File: src/rtl/vga_fb_arbiter_if.sv
// Framebuffer arbiter bus: the two host write requesters and the single-port RAM.
//   req_a/req_b       host write request, held until granted
//   addr_a/addr_b     host write address, stable while request high
//   wdata_a/wdata_b   host write data, stable while request high
//   gnt_a/gnt_b       one-cycle grant, the write happens in that cycle
//   mem_addr/mem_we/mem_wdata  RAM command
//   mem_rdata         RAM read data, valid the cycle after the read address
// master: the arbiter side. slave: hosts plus RAM.
interface vga_fb_arbiter_if #(
    parameter int unsigned ADDR_W = 18,
    parameter int unsigned DATA_W = 8
);
    logic              req_a;
    logic              req_b;
    logic [ADDR_W-1:0] addr_a;
    logic [ADDR_W-1:0] addr_b;
    logic [DATA_W-1:0] wdata_a;
    logic [DATA_W-1:0] wdata_b;
    logic              gnt_a;
    logic              gnt_b;
    logic [ADDR_W-1:0] mem_addr;
    logic              mem_we;
    logic [DATA_W-1:0] mem_wdata;
    logic [DATA_W-1:0] mem_rdata;

    modport master (
        input  req_a, req_b, addr_a, addr_b, wdata_a, wdata_b, mem_rdata,
        output gnt_a, gnt_b, mem_addr, mem_we, mem_wdata
    );

    modport slave (
        output req_a, req_b, addr_a, addr_b, wdata_a, wdata_b, mem_rdata,
        input  gnt_a, gnt_b, mem_addr, mem_we, mem_wdata
    );
endinterface

File: src/rtl/vga_fb_arbiter.sv
// Single-port framebuffer scheduler. Every active pixel (disp_ena) gets a display
// read; blanking cycles are offered to two host writers in round-robin order. With
// wr_mode=1 hosts may only write during vertical blanking (tear-free).
//   clk, rst        clock and synchronous active-low reset
//   disp_ena/col/row  scan position from the VGA timing generator
//   wr_mode         0: write in any blank cycle, 1: vertical blanking only
//   bus             host requests/grants and RAM command/read data (master side)
//   pix_data/pix_valid  fetched pixel, two cycles after its read address
module vga_fb_arbiter #(
    parameter int unsigned H_PIXELS = 600,
    parameter int unsigned V_PIXELS = 300,
    parameter int unsigned H_BITS   = 10,
    parameter int unsigned V_BITS   = 9,
    parameter int unsigned ADDR_W   = 18,
    parameter int unsigned DATA_W   = 8
) (
    input  logic              clk,
    input  logic              rst,
    input  logic              disp_ena,
    input  logic [H_BITS-1:0] col,
    input  logic [V_BITS-1:0] row,
    input  logic              wr_mode,
    vga_fb_arbiter_if.master  bus,
    output logic [DATA_W-1:0] pix_data,
    output logic              pix_valid
);
    // Wide enough for row*H_PIXELS+col without overflow; truncated to ADDR_W afterwards.
    localparam int unsigned FULL_W = V_BITS + H_BITS + $clog2(H_PIXELS + 1);
    localparam logic [H_BITS-1:0] LAST_COL = H_BITS'(H_PIXELS - 1);
    localparam logic [V_BITS-1:0] LAST_ROW = V_BITS'(V_PIXELS - 1);

    typedef enum logic {StVblank, StActive} win_e;

    win_e win_q;
    logic rr_q;  // 0 favours host A when both request
    logic rd_q;  // display read issued last cycle

    logic [FULL_W-1:0] rd_addr_full;
    logic              wr_ok;
    logic              host_slot;
    logic              sel_b;

    always_comb begin
        rd_addr_full = FULL_W'(row) * FULL_W'(H_PIXELS) + FULL_W'(col);
        wr_ok        = !wr_mode || (win_q == StVblank);
        // Reset gates every command so the RAM sees an idle cycle while rst is low.
        host_slot    = rst && !disp_ena && wr_ok && (bus.req_a || bus.req_b);
        sel_b        = bus.req_b && (!bus.req_a || rr_q);

        bus.gnt_a     = host_slot && !sel_b;
        bus.gnt_b     = host_slot && sel_b;
        bus.mem_we    = host_slot;
        bus.mem_addr  = '0;
        bus.mem_wdata = '0;
        if (rst && disp_ena) begin
            bus.mem_addr = ADDR_W'(rd_addr_full);
        end else if (host_slot) begin
            bus.mem_addr  = sel_b ? bus.addr_b : bus.addr_a;
            bus.mem_wdata = sel_b ? bus.wdata_b : bus.wdata_a;
        end
    end

    always_ff @(posedge clk) begin
        if (!rst) begin
            win_q     <= StVblank;
            rr_q      <= 1'b0;
            rd_q      <= 1'b0;
            pix_valid <= 1'b0;
            pix_data  <= '0;
        end else begin
            rd_q      <= disp_ena;
            pix_valid <= rd_q;
            if (rd_q) begin
                pix_data <= bus.mem_rdata;
            end
            if (host_slot) begin
                rr_q <= !sel_b;  // point at the host that was not served
            end
            case (win_q)
                StVblank: begin
                    if (disp_ena && row == '0 && col == '0) begin
                        win_q <= StActive;
                    end
                end
                StActive: begin
                    // Leave after the last visible pixel of the frame has been read.
                    if (disp_ena && row == LAST_ROW && col == LAST_COL) begin
                        win_q <= StVblank;
                    end
                end
                default: win_q <= StVblank;
            endcase
        end
    end
endmodule

File: src/flat_wrapper.sv
// flat-port wrapper written by rule: the top's interface ports become plain ports
module vga_fb_arbiter_flat 
#(
    parameter int unsigned H_PIXELS = 600,
    parameter int unsigned V_PIXELS = 300,
    parameter int unsigned H_BITS   = 10,
    parameter int unsigned V_BITS   = 9,
    parameter int unsigned ADDR_W   = 18,
    parameter int unsigned DATA_W   = 8
)
  (clk, rst, disp_ena, col, row, wr_mode, pix_data, pix_valid, bus_req_a, bus_req_b, bus_addr_a, bus_addr_b, bus_wdata_a, bus_wdata_b, bus_mem_rdata, bus_gnt_a, bus_gnt_b, bus_mem_addr, bus_mem_we, bus_mem_wdata);
  vga_fb_arbiter_if #(.ADDR_W(ADDR_W), .DATA_W(DATA_W)) bus_i ();
  input  logic clk;
  input  logic rst;
  input  logic disp_ena;
  input  logic [H_BITS-1:0] col;
  input  logic [V_BITS-1:0] row;
  input  logic wr_mode;
  output logic [DATA_W-1:0] pix_data;
  output logic pix_valid;
  input wire logic [$bits(bus_i.req_a)-1:0] bus_req_a;
  input wire logic [$bits(bus_i.req_b)-1:0] bus_req_b;
  input wire logic [$bits(bus_i.addr_a)-1:0] bus_addr_a;
  input wire logic [$bits(bus_i.addr_b)-1:0] bus_addr_b;
  input wire logic [$bits(bus_i.wdata_a)-1:0] bus_wdata_a;
  input wire logic [$bits(bus_i.wdata_b)-1:0] bus_wdata_b;
  input wire logic [$bits(bus_i.mem_rdata)-1:0] bus_mem_rdata;
  output wire logic [$bits(bus_i.gnt_a)-1:0] bus_gnt_a;
  output wire logic [$bits(bus_i.gnt_b)-1:0] bus_gnt_b;
  output wire logic [$bits(bus_i.mem_addr)-1:0] bus_mem_addr;
  output wire logic [$bits(bus_i.mem_we)-1:0] bus_mem_we;
  output wire logic [$bits(bus_i.mem_wdata)-1:0] bus_mem_wdata;
  assign bus_i.req_a = bus_req_a;
  assign bus_i.req_b = bus_req_b;
  assign bus_i.addr_a = bus_addr_a;
  assign bus_i.addr_b = bus_addr_b;
  assign bus_i.wdata_a = bus_wdata_a;
  assign bus_i.wdata_b = bus_wdata_b;
  assign bus_i.mem_rdata = bus_mem_rdata;
  assign bus_gnt_a = bus_i.gnt_a;
  assign bus_gnt_b = bus_i.gnt_b;
  assign bus_mem_addr = bus_i.mem_addr;
  assign bus_mem_we = bus_i.mem_we;
  assign bus_mem_wdata = bus_i.mem_wdata;
  vga_fb_arbiter #(.H_PIXELS(H_PIXELS), .V_PIXELS(V_PIXELS), .H_BITS(H_BITS), .V_BITS(V_BITS), .ADDR_W(ADDR_W), .DATA_W(DATA_W)) u_core (.clk(clk), .rst(rst), .disp_ena(disp_ena), .col(col), .row(row), .wr_mode(wr_mode), .bus(bus_i), .pix_data(pix_data), .pix_valid(pix_valid));
endmodule
File: config.mk
export PLATFORM = sky130hd
export DESIGN_NAME = vga_fb_arbiter_flat
export DESIGN_NICKNAME = d
export VERILOG_FILES = /design/src/rtl/vga_fb_arbiter_if.sv /design/src/rtl/vga_fb_arbiter.sv /design/src/flat_wrapper.sv
export SDC_FILE = /design/constraint.sdc
export NUM_CORES = 1
export LEC_CHECK = 0
export BUFFER_PORTS_ARGS = -buffer_cell sky130_fd_sc_hd__buf_2
export CORE_MARGIN = 1
export CORE_UTILIZATION = 43
export DETAILED_ROUTE_END_ITERATION = 12
export PLACE_DENSITY = 0.78
export SLEW_MARGIN = 20
export SYNTH_ARGS = -nofsm -noshare
export SYNTH_HDL_FRONTEND = slang
export SYNTH_SLANG_ARGS = --single-unit
File: constraint.sdc
create_clock -name clk -period 8.1 [get_ports clk]
set_input_delay 0 -clock clk [delete_from_list [all_inputs] [get_ports clk]]
set_output_delay 0 -clock clk [all_outputs]
set_load 0.005 [all_outputs]
==> run summary <==
CTS Buf Count = 3
Final-report max-slew violation count = 0
Seq/Total Area, Yosys = 9.22%
Area grow syn2layout = 27.7%
Die height = 79.8 µm
TNS Setup = 0 ns
Critical Path AT = 4.06 ns
Outcome = complete, no violations
Worst-skew pair later-pin latency = 0.24 ns
Syn_nets = 469
Simple-gate portion of the synthesized area = 18.5%
Synth warn = 0
Clock-pin slew on the worst setup and hold paths = 0.05 ns
Core area = 5680 µm²
Vias post-DR = 2829
Crit path launch = row[5]
Syn Inst Count = 327
Leakage = 1.77 nW
Critical Path Source Type = input port
Setup Skew = 0.00333 ns
Gr usage total = 22.2%
Resize count post-CTS = 0
Syn Std Cell Area = 2600 µm²
Vias per cell = 5.49
Max_slew headroom = 49.1%
FF-to-FF Start = u_core.win_q
TritonCTS clock tree = done
Post-synth top flop = dfxtp_1
Number of diodes = 0
Setup violators final = 0
Largest family of logic cells by synthesized area = adder cells
Router iterations before antenna repair = 4
Worst IR drop on VDD = 0.000130 V
Worst Hold Class = input port to flop
Postcts setup bufs = 0
DRC errors left = 0
Share of cells above drive strength 1 = 31.2%
Fmax = 246 MHz
Row cnt = 27
Clock root cell = clkbuf_8
Clock Path Buffers = 2
Setup WS pre-CTS = 4.06 ns
Initial Util = 45.9%
Period utilisation layout = 50.1%
Final Wtd Congestion = 0.866
Post-cts hold buffer count = 0
Avg Cell Area, Syn = 7.97 µm²
Io pins = 123
Iteration-0 DRC count of the detailed router = 104
Die ar. = 6370 µm²
Post-synth EDFFs = 0
Yosys reg bits = 12
Asr flop ratio synth = 0%
Die width = 79.8 µm
R2R Setup Slk = 6.71 ns
CTS H-Tree Depth = 1
PwrDens = 184 nW/µm²
Min Tclk post-route = 4.06 ns
Clock Sink Count = 12
Compound-Gate Fraction of Synth Area = 21.2%
Critical hold path startpoint = bus_mem_rdata[0]
Setup crit end kind = output port
Worst-Margin Slew = 0.758 ns
Final Cell Area = 3330 µm²
Pin count of the biggest net entering global routing = 28
Adder-cell share of the synthesized area = 30.3%
Worst EP required = 8.10 ns
Grt total ovfl = 0
Final wirelength = 7440 µm
Placed cell areas = 3280 µm²
Hpwl dp = 6330 µm
Max Cap Violations = 0
Antenna Nets Post-Route = 0
First-pass GRT wire length = 11400 µm
Synth unique cells = 53
Initial antenna violation count = 0
Drt wl/cell = 14.4 µm
WS Path Type = input port to output port
Post-synthesis xor/xnor area fraction = 5.67%
Unrepaired setup endpoints after global routing = false
Hold Vio Cnt, Final = 0
Number of global-route vias before repair = 2504
Final worst slack = 4.04 ns
Multiplexer share of the synthesized area = 9.22%
Max FO, Critical Path = 6
PnR Total Power = 0.612 mW
Nets = 587
IO Port Bufs = 122
-- cells in the final DEF, fill, tap and decap left out, types with 2 or more instances in the layout --
| cell type | netlist | layout |
|---|---|---|
| a21o_1 | 4 | 4 |
| dfxtp_1 | 12 | 12 |
| or3_1 | 2 | 2 |
| nor4_2 | 2 | 2 |
| o31ai_1 | 3 | 3 |
| nor2b_1 | 10 | 10 |
| ha_1 | 47 | 47 |
| nand4_1 | 5 | 5 |
| o22ai_1 | 8 | 8 |
| a211oi_1 | 2 | 2 |
| o2111a_1 | 2 | 2 |
| o211ai_1 | 5 | 5 |
| o21ai_0 | 15 | 14 |
| nor4_1 | 4 | 4 |
| nand2_1 | 43 | 43 |
| buf_4 | 0 | 2 |
| xor2_1 | 7 | 7 |
| buf_2 | 1 | 122 |
| inv_1 | 29 | 29 |
| xnor2_1 | 8 | 8 |
| o21ai_1 | 1 | 2 |
| o21a_1 | 3 | 3 |
| fa_1 | 10 | 10 |
| nor2_1 | 12 | 12 |
| nand2b_1 | 3 | 3 |
| a21oi_1 | 23 | 23 |
| nor3_1 | 2 | 2 |
| nand3_1 | 6 | 6 |
| clkbuf_8 | 0 | 3 |
| mux2i_1 | 24 | 24 |
-- metrics by stage --
step	std cells	hold WS [ns]	utilization [%]
finish	515	0.0287	58.6
global route	515	0.0362	58.6
CTS	515	0.0266	58.6
detailed placement	512	0.267	57.9
global placement	512	0.262	57.9
floorplan	327	0.0956	-
-- report_power, final --
group	internal, mW	switching, mW	total [mW]
sequential	0.0619	0.00242	0.0644
clock	0.0326	0.0198	0.0523
combinational	0.213	0.282	0.495
-- flip-flops by register name, summed over array words and instances (netlist names) --
register / count
u_core.pix_data: 8
u_core.pix_valid: 1
u_core.rd_q: 1
u_core.rr_q: 1
u_core.win_q: 1
-- cell type report --
cell class,count,area [µm²]
clock buffers,3,41.3
repair buffers,124,626
well taps,72,90.1
inverters,30,113
flip-flops and latches,12,240
fillers,509,2350
multi-input cells,274,2220
-- critical path, stage by stage --
cell and delay (ns):
buf_2 0.15, ha_1 0.31, ha_1 0.30, fa_1 0.55, inv_1 0.05, fa_1 0.50
inv_1 0.04, ha_1 0.25, or3_4 0.42, o32a_4 0.35, xnor2_2 0.17, nor4_1 0.49
nand3_1 0.16, o211ai_2 0.17, buf_2 0.13
-- final timing paths --
| check | endpoint | cells after the start |
|---|---|---|
| worst max-delay path | bus_mem_addr[17] | 15 |
| worst min-delay path | u_core.pix_data[0] | 3 |
| worst max register to register | u_core.rr_q | 5 |
| worst min register to register | u_core.win_q | 2 |
-- cells by family after synthesis --
logic type	after synthesis
AOI/OAI and AO/OA	81
xor gates and xnor gates	16
adders and majority gates	57
buffers and inverters	41
DFF	12
muxes	24
and+or+nand+nor	96
-- routing by layer --
metal	up-vias	track usage, %	share of wire, %
met2	101	41.2	49
met5	-	0	0
met4	0	4.29	0.47
met3	2	1.60	5.6
li1	1417	-	-
met1	1309	27.9	45
-- Yosys cell counts (2+ instances only) --
cell type,count,area (µm²)
xnor2_1,8,70.1
a211oi_1,2,15.0
fa_1,10,200
dfxtp_1,12,240
o21ai_0,15,75.1
nor3_1,2,10.0
nand2_1,43,161
nand2b_1,3,18.8
nor4_1,4,25.0
a21oi_1,23,115
nor4_2,2,25.0
o211ai_1,5,37.5
ha_1,47,588
o22ai_1,8,50.1
clkbuf_1,10,37.5
xor2_1,7,61.3
a21o_1,4,30.0
or3_1,2,12.5
nor2b_1,10,62.6
mux2i_1,24,240
inv_1,29,109
nand3_1,6,30.0
o31ai_1,3,22.5
o21a_1,3,22.5
o2111a_1,2,22.5
nor2_1,12,45.0
nand4_1,5,31.3
(Power assumes the default switching activity.)
